[src/rtl/pkt_timer_ring.sv]
// pkt_timer_ring: timing ring of header records with per-slot countdown timers.
// Inserts land at wr_ptr in ring order, a tick ages every live slot, and
// expired slots are drained one per cycle through a registered valid/ready
// output. The scan for the next expired slot starts at rd_ptr so slots are
// served round-robin. Live slots can be cancelled by index before they expire.
module pkt_timer_ring #(
    parameter int INFO_W = 262,
    parameter int DEPTH  = 16,
    parameter int TM_W   = 6,
    parameter int IDX_W  = $clog2(DEPTH)
) (
    input  logic              clk,
    input  logic              rst_n,
    input  logic              tick,
    input  logic              in_valid,
    output logic              in_ready,
    input  logic [INFO_W-1:0] in_info,
    input  logic [TM_W-1:0]   in_tm,
    output logic [IDX_W-1:0]  in_idx,
    input  logic              cancel_valid,
    input  logic [IDX_W-1:0]  cancel_idx,
    output logic              cancel_hit,
    output logic              out_valid,
    input  logic              out_ready,
    output logic [INFO_W-1:0] out_info,
    output logic [IDX_W-1:0]  out_idx,
    output logic [IDX_W:0]    occupancy
);

    localparam logic [IDX_W-1:0] IDX_ONE  = IDX_W'(1);
    localparam logic [IDX_W-1:0] IDX_ZERO = IDX_W'(0);
    localparam logic [IDX_W:0]   OCC_ONE  = (IDX_W+1)'(1);
    localparam logic [IDX_W:0]   OCC_ZERO = (IDX_W+1)'(0);
    localparam logic [TM_W-1:0]  TM_ONE   = TM_W'(1);
    localparam logic [TM_W-1:0]  TM_ZERO  = TM_W'(0);

    // Slot state
    logic [DEPTH-1:0]  used_q, used_d;
    logic [TM_W-1:0]   tm_q [DEPTH];
    logic [TM_W-1:0]   tm_d [DEPTH];
    logic [INFO_W-1:0] info_mem_q [DEPTH];

    // Ring pointers, output register and status
    logic [IDX_W-1:0]  wr_ptr_q, wr_ptr_d;
    logic [IDX_W-1:0]  rd_ptr_q, rd_ptr_d;
    logic              out_valid_q, out_valid_d;
    logic [INFO_W-1:0] out_info_q, out_info_d;
    logic [IDX_W-1:0]  out_idx_q, out_idx_d;
    logic              cancel_hit_q, cancel_hit_d;
    logic [IDX_W:0]    occupancy_q, occupancy_d;

    // Per-cycle decisions
    logic [DEPTH-1:0]  expired_s;
    logic              sel_found_s;
    logic [IDX_W-1:0]  sel_idx_s;
    logic [IDX_W-1:0]  cand_s;
    logic              load_s;
    logic              ins_s;
    logic              cancel_free_s;

    // in_ready only looks at registered state, never at same-cycle frees.
    assign in_ready   = ~used_q[wr_ptr_q];
    assign in_idx     = wr_ptr_q;
    assign cancel_hit = cancel_hit_q;
    assign out_valid  = out_valid_q;
    assign out_info   = out_info_q;
    assign out_idx    = out_idx_q;
    assign occupancy  = occupancy_q;

    // A slot is expired when it is live and its timer has reached zero.
    always_comb begin
        expired_s = '0;
        for (int i = 0; i < DEPTH; i++) begin
            expired_s[i] = used_q[i] && (tm_q[i] == TM_ZERO);
        end
    end

    // Pick the first expired slot scanning upward from rd_ptr with wrap.
    always_comb begin
        sel_found_s = 1'b0;
        sel_idx_s   = rd_ptr_q;
        cand_s      = rd_ptr_q;
        for (int i = 0; i < DEPTH; i++) begin
            cand_s = rd_ptr_q + IDX_W'(i);
            if (!sel_found_s && expired_s[cand_s]) begin
                sel_found_s = 1'b1;
                sel_idx_s   = cand_s;
            end else begin
                sel_idx_s   = sel_idx_s;
            end
        end
    end

    // Handshake decisions; a load wins over a cancel aimed at the same slot.
    always_comb begin
        load_s        = sel_found_s && (!out_valid_q || out_ready);
        ins_s         = in_valid && !used_q[wr_ptr_q];
        cancel_free_s = cancel_valid && used_q[cancel_idx]
                        && !(load_s && (sel_idx_s == cancel_idx));
    end

    // Next slot flags and timers; a slot being written takes in_tm unaged.
    always_comb begin
        used_d = used_q;
        for (int i = 0; i < DEPTH; i++) begin
            tm_d[i] = tm_q[i];
            if (ins_s && (wr_ptr_q == IDX_W'(i))) begin
                used_d[i] = 1'b1;
                tm_d[i]   = in_tm;
            end else if ((load_s && (sel_idx_s == IDX_W'(i)))
                         || (cancel_free_s && (cancel_idx == IDX_W'(i)))) begin
                used_d[i] = 1'b0;
                tm_d[i]   = tm_q[i];
            end else if (tick && used_q[i] && (tm_q[i] != TM_ZERO)) begin
                used_d[i] = used_q[i];
                tm_d[i]   = tm_q[i] - TM_ONE;
            end else begin
                used_d[i] = used_q[i];
                tm_d[i]   = tm_q[i];
            end
        end
    end

    // Next pointers, occupancy, cancel pulse and output register contents.
    always_comb begin
        wr_ptr_d     = ins_s  ? (wr_ptr_q + IDX_ONE)  : wr_ptr_q;
        rd_ptr_d     = load_s ? (sel_idx_s + IDX_ONE) : rd_ptr_q;
        occupancy_d  = occupancy_q
                       + (ins_s         ? OCC_ONE : OCC_ZERO)
                       - (load_s        ? OCC_ONE : OCC_ZERO)
                       - (cancel_free_s ? OCC_ONE : OCC_ZERO);
        cancel_hit_d = cancel_free_s;
        out_valid_d  = out_valid_q;
        out_info_d   = out_info_q;
        out_idx_d    = out_idx_q;
        if (load_s) begin
            out_valid_d = 1'b1;
            out_info_d  = info_mem_q[sel_idx_s];
            out_idx_d   = sel_idx_s;
        end else if (out_valid_q && out_ready) begin
            out_valid_d = 1'b0;
        end else begin
            out_valid_d = out_valid_q;
        end
    end

    // Record payload storage; contents are meaningless while a slot is free.
    always_ff @(posedge clk) begin
        if (ins_s) begin
            info_mem_q[wr_ptr_q] <= in_info;
        end
    end

    // Control state with synchronous active-low reset.
    always_ff @(posedge clk) begin
        if (!rst_n) begin
            used_q       <= '0;
            wr_ptr_q     <= IDX_ZERO;
            rd_ptr_q     <= IDX_ZERO;
            out_valid_q  <= 1'b0;
            out_info_q   <= '0;
            out_idx_q    <= IDX_ZERO;
            cancel_hit_q <= 1'b0;
            occupancy_q  <= OCC_ZERO;
            for (int i = 0; i < DEPTH; i++) begin
                tm_q[i] <= TM_ZERO;
            end
        end else begin
            used_q       <= used_d;
            wr_ptr_q     <= wr_ptr_d;
            rd_ptr_q     <= rd_ptr_d;
            out_valid_q  <= out_valid_d;
            out_info_q   <= out_info_d;
            out_idx_q    <= out_idx_d;
            cancel_hit_q <= cancel_hit_d;
            occupancy_q  <= occupancy_d;
            for (int i = 0; i < DEPTH; i++) begin
                tm_q[i] <= tm_d[i];
            end
        end
    end

endmodule

[config.mk]
export PLATFORM = sky130hd
export DESIGN_NAME = pkt_timer_ring
export DESIGN_NICKNAME = d
export VERILOG_FILES = /design/src/rtl/pkt_timer_ring.sv
export SDC_FILE = /design/constraint.sdc
export NUM_CORES = 2
export LEC_CHECK = 0
export CORE_AREA = 5 5 484 844
export CTS_CLUSTER_SIZE = 40
export DETAILED_ROUTE_END_ITERATION = 8
export DIE_AREA = 0 0 489 849
export PLACE_DENSITY = 0.72
export SYNTH_ARGS = -nofsm -noshare
export SYNTH_HDL_FRONTEND = slang
export SYNTH_MEMORY_MAX_BITS = 65536
export SYNTH_SLANG_ARGS = --single-unit
[constraint.sdc]
create_clock -name clk -period 25.7 [get_ports clk]
set_input_delay 7.71 -clock clk [delete_from_list [all_inputs] [get_ports clk]]
set_output_delay 7.71 -clock clk [all_outputs]
set_load 0.01 [all_outputs]
Word level (Yosys, flattened, before mapping)
Memories as Yosys holds them, arrays and structs flattened. A register that Yosys moved wholly into a read port is not among the register bits.
Cells that the tools add are included.

cells by class
  add/sub/neg operators = 36
  $mul = 0
  divide/modulo/power cells = 0
  order comparisons = 18
  equality and inequality tests = 46
  shift operators = 0
  muxes and demuxes = 172
  bitwise gates (word level) = 17
  reductions and logical operators = 205

operators with widths
  cell                                                                          count
  6-bit two-way mux                                                             64
  1-bit logical AND                                                             117
  4-bit == test, second input constant                                          24
  6-bit zero test                                                               16
  6-bit nonzero test                                                            16
  6-bit by 1-bit subtractor with 6-bit output, second input constant            16
  4-bit by 5-bit less-than comparator with 1-bit output, second input constant  18
  1-bit two-way mux                                                             75
  1-bit binary-select mux with 4-bit select                                     18
  4-bit two-way mux                                                             15
  4-bit by 3-bit == test with 1-bit output, second input constant               12
  2-bit nonzero test                                                            17
  4-bit adder, second input constant                                            8
  4-bit by 2-bit == test with 1-bit output, second input constant               6
  1-bit zero test                                                               19
  1-bit logical OR                                                              17
  4-bit by 3-bit adder with 4-bit output, second input constant                 4
  1-bit bitwise OR                                                              16
  4-bit by 1-bit adder with 4-bit output, second input constant                 3
  4-bit by 1-bit == test with 1-bit output, second input constant               3
  4-bit zero test                                                               3
  5-bit by 1-bit subtractor with 5-bit output                                   2
  4-bit by 2-bit adder with 4-bit output, second input constant                 2
  5-bit by 1-bit adder with 5-bit output                                        1
  2 further kinds                                                               2

storage, ports and cells
  bits in registers = 35
  bits in latches = 0
  bits in writable memories = 4288
  memory bits (read-only) = 0
  output and inout bits = 278
  memories kept = 2

memories
  name        depth  width  read ports  clocked after Yosys merged registers in  wr ports  RTL line  RTL
  info_mem_q  16     262    1           1                                        1         41        logic [INFO_W-1:0] info_mem_q [DEPTH];
  tm_q        16     6      16          0                                        16        39        logic [TM_W-1:0] tm_q [DEPTH];

Logic depth before layout (Yosys ltp)
  depth after elaboration = 59
  depth in mapped cells = 31
  mapped depth without buffers = 24

Least setup slack after synthesis
OpenSTA, ideal clock, no wires.

  path type = input -> register
  start point = input in_valid
  end point = memory tm_q[9][5], in the netlist tm_q[1][11]
  arrival = 16.813 ns
  data required time = 25.566 ns
  setup slack = 8.753 ns
  cell stages on the path = 8
  buffers on the path = 2
  cells stage by stage = nor2b_1 > clkbuf_1 > nand3_1 > inv_1 > clkbuf_1 > o21ai_0 > nand2_1 > o311ai_1

RTL lines
  what         RTL line  RTL
  from (decl)  15        input logic in_valid,
  to (decl)    39

Worst setup path after layout
  start point = input in_valid
  end point = memory info_mem_q[14][149] (enable)

on the way
  longest elaborated chain between the ends = 3

RTL lines
  what                                     RTL line  RTL
  1-bit logical AND                        97        ins_s = in_valid && !used_q[wr_ptr_q];
  1-bit two-way mux                        149       if (ins_s) begin
  1-bit two-way mux (not written as such)  150       info_mem_q[wr_ptr_q] <= in_info;
  to (decl)                                41

Every way passes these cells.

==> flow_summary.json <==
{
  "maxSlewViolCount": 0,
  "crit_chain": "clkdlybuf4s50_1 > nor2b_1 > buf_4 > nand4_1 > inv_8 > buf_4 > buf_4 > buf_4",
  "die_area_um2": 415200,
  "finClkSkew_ns": 0.05984,
  "gp_congestion": 0.8774,
  "critical_path_class": "input port to flip-flop",
  "cts.sinks": 4585,
  "syn_nets": 10950,
  "seq_area_frac_synth_pct": 74.56,
  "num_vias": 101900,
  "grt_setup_unrepaired": "false",
  "worstSetupStartpointType": "input port",
  "r2r_slack_ns": 14.23,
  "cp_slowest_stage_delay_ns": 0.82,
  "hpwlAfterDp_um": 272100,
  "ios": 556,
  "cts_made_buffers": 393,
  "place_ws_ns": 12.79,
  "clock.fmax_mhz": 83.60,
  "min_path_type": "flip-flop to flip-flop",
  "crit_required_ns": 26.22,
  "top_usage_layer": "met2",
  "clockBufferDepth": 4,
  "fin_area_um2": 203500,
  "crit_slowest_cell": "buf_4",
  "coreArea_um2": 401200,
  "drive_gt1_share_pct": 11.56,
  "io_buffer_count": 555,
  "tightest_slew_ns": 1.300,
  "arrival_ns": 12.48,
  "postSynthAreaPerCell_um2": 16.89,
  "drv_cap": 0,
  "syn_area_um2": 179400,
  "cts-root-buf": "clkbuf_16",
  "place_area_um2": 190200,
  "grt_max_degree": 154,
  "fin_setup_tns_ns": 0,
  "synth_top_area_cell": "edfxtp_1",
  "crit_path_end_kind": "flip-flop",
  "start_util_pct": 44.71,
  "insertion_delay_ns": 0.95,
  "die_h_um": 849,
  "synth_edf_count": 4192,
  "layout_commonest_cell": "edfxtp_1",
  "final.min_clock_period_ns": 11.96,
  "grt_pass1_vias": 104100,
  "cts_tree": "yes",
  "crit_fanout": 63,
  "nFillCells": 31680,
  "relSlewSlack_pct": 13.36,
  "cts_hold_buf": 0,
  "synthFlopType": "edfxtp_1",
  "clk_pin_slew_worst_paths_ns": 0.07,
  "postSynthCellCount": 10620,
  "reg2reg_to": "out_info[251]",
  "use_met2_pct": 39.38,
  "ant_nets": 0,
  "endpoint": "info_mem_q[14][149]",
  "fin_ws_ns": 13.74,
  "vias_per_cell": 6.094,
  "grt.met3_usage_pct": 3.727,
  "grt_pass1_wl_um": 702600,
  "synth-warning-count": 0,
  "grt_util_met1_pct": 27.50,
  "yosys-top-cells-area": "edfxtp_1 70%, mux2i_1 6.7%, mux4_2 5.0%",
  "first_iter_violations": 10690,
  "status": "completed",
  "detail_route.wl_per_cell_um": 28.85,
  "drt_first_pass_iters": 8,
  "synthArstFlopShare_pct": 0,
  "setup_viol": 0,
  "fin_nets": 11400,
  "drc_errors": 0,
  "cp-startpoint": "in_valid",
  "finalHoldViolations": 0,
  "final_util_pct": 50.73,
  "reg2reg_from": "rd_ptr_q[1]",
  "syn2layout_area_growth_pct": 13.45,
  "postCtsSetupRepairBufs": 0,
  "hp-start": "out_info[38]",
  "cts_resized": 0,
  "r2r_cells": 22,
  "synth_top_area_share_pct": 70.18,
  "crit_path_frequent_cell": "buf_4",
  "synth_cell_types": 121,
  "wirelength_um": 482400,
  "fp.dieW_um": 489,
  "gr-usage-all-layers_pct": 22.71,
  "rows": 308,
  "final.period_utilization_pct": 46.54,
  "ys_ff_latch": 4585,
  "overflow": 0,
  "h-tree-depth": 5,
  "grt_antenna_before_repair": 97,
  "final_cell_mix": "4,192 x edfxtp_1, 1,194 x mux2i_1, 1,170 x nand2_1, 677 x nand3_1, 554 x clkdlybuf4s50_1"
}
-- stage by stage --
step	hold slack, ns	instances
2_1_floorplan	0.4801	10620
3_3_place_gp	0.4453	15950
3_5_place_dp	0.4511	15950
4_1_cts	0.4655	16680
5_1_grt	0.4894	16700
6_report	0.4671	16720
-- cell families (layout without fill, tap and decap cells) --
| group | Yosys count | in the layout | share of synthesized area (%) |
|---|---|---|---|
| AOI/OAI and AO/OA | 1305 | 1305 | 5.310 |
| xor gates and xnor gates | 56 | 56 | 0.2936 |
| adders and majority gates | 54 | 54 | 0.3808 |
| buffers and inverters | 739 | 1523 | 1.868 |
| DFF | 4585 | 4585 | 74.56 |
| muxes | 1615 | 1615 | 11.83 |
| other | 0 | 45 | 0 |
| and+or+nand+nor | 2267 | 2267 | 5.761 |
-- area by class of cell --
type | count | area (um2) | area share [%]
Sequential cell | 4585 | 133700 | 65.72
Timing Repair Buffer | 718 | 7039 | 3.459
Inverter | 77 | 437.9 | 0.2152
Tap cell | 5270 | 6594 | 3.240
Clock buffer | 538 | 11050 | 5.430
Clock inverter | 190 | 2155 | 1.059
Antenna cell | 45 | 112.6 | 0.05533
Multi-Input combinational cell | 5297 | 42370 | 20.82
-- flip-flops by register name, indices dropped and copies added (netlist names) --
name and count:
cancel_hit 1, in_idx 4, info_mem_q 4192, occupancy 5, out_idx 4, out_info 262, out_valid 1, rd_ptr_q 4
tm_q 96, used_q 16
-- worst min-delay path by stage --
stage	end	cells past startpoint	slack, ns
2_1_floorplan	tm_q[0][18]	2	0.48
3_3_place_gp	out_info[228]	2	0.45
3_5_place_dp	out_info[228]	2	0.45
4_1_cts	out_info[228]	2	0.47
5_1_grt	out_info[117]	2	0.49
6_report	out_info[38]	2	0.47
-- Yosys cell counts, types with 13 or more instances --
master / count
a31o_2: 14
nand2_1: 1173
o22ai_1: 143
and2_1: 17
xnor2_1: 36
a221oi_2: 13
o21ai_1: 181
o221ai_1: 21
nor2b_1: 14
o211ai_1: 39
inv_1: 72
buf_4: 54
a21oi_1: 156
nor2_1: 102
mux4_2: 400
a31oi_1: 35
ha_1: 53
and3_1: 22
o21ai_0: 98
buf_1: 50
dfxtp_1: 393
nand4_1: 90
clkbuf_1: 301
buf_2: 246
a311oi_1: 14
xor2_1: 16
mux2i_1: 1194
mux2_2: 14
or3_1: 26
o2111ai_1: 195
nand3_1: 678
a221oi_1: 244
edfxtp_1: 4192
a211oi_1: 30
nor3_1: 45
-- worst max-delay path: cells and delay by family --
kind / cells / cell delay [ns]
buffers and inverters: 6 / 3.64
and+or+nand+nor: 2 / 0.93
-- metal layers --
layer  wire length, um  vias to the layer above
met5               354                        -
met4             24160                       58
met3             37200                     1177
met2            246700                     5068
met1            174000                    52440
li1                  -                    43140
Power is left out: the tool's default activity adds up to more than one toggle a clock period on the data nets, which glitch-free logic cannot reach.
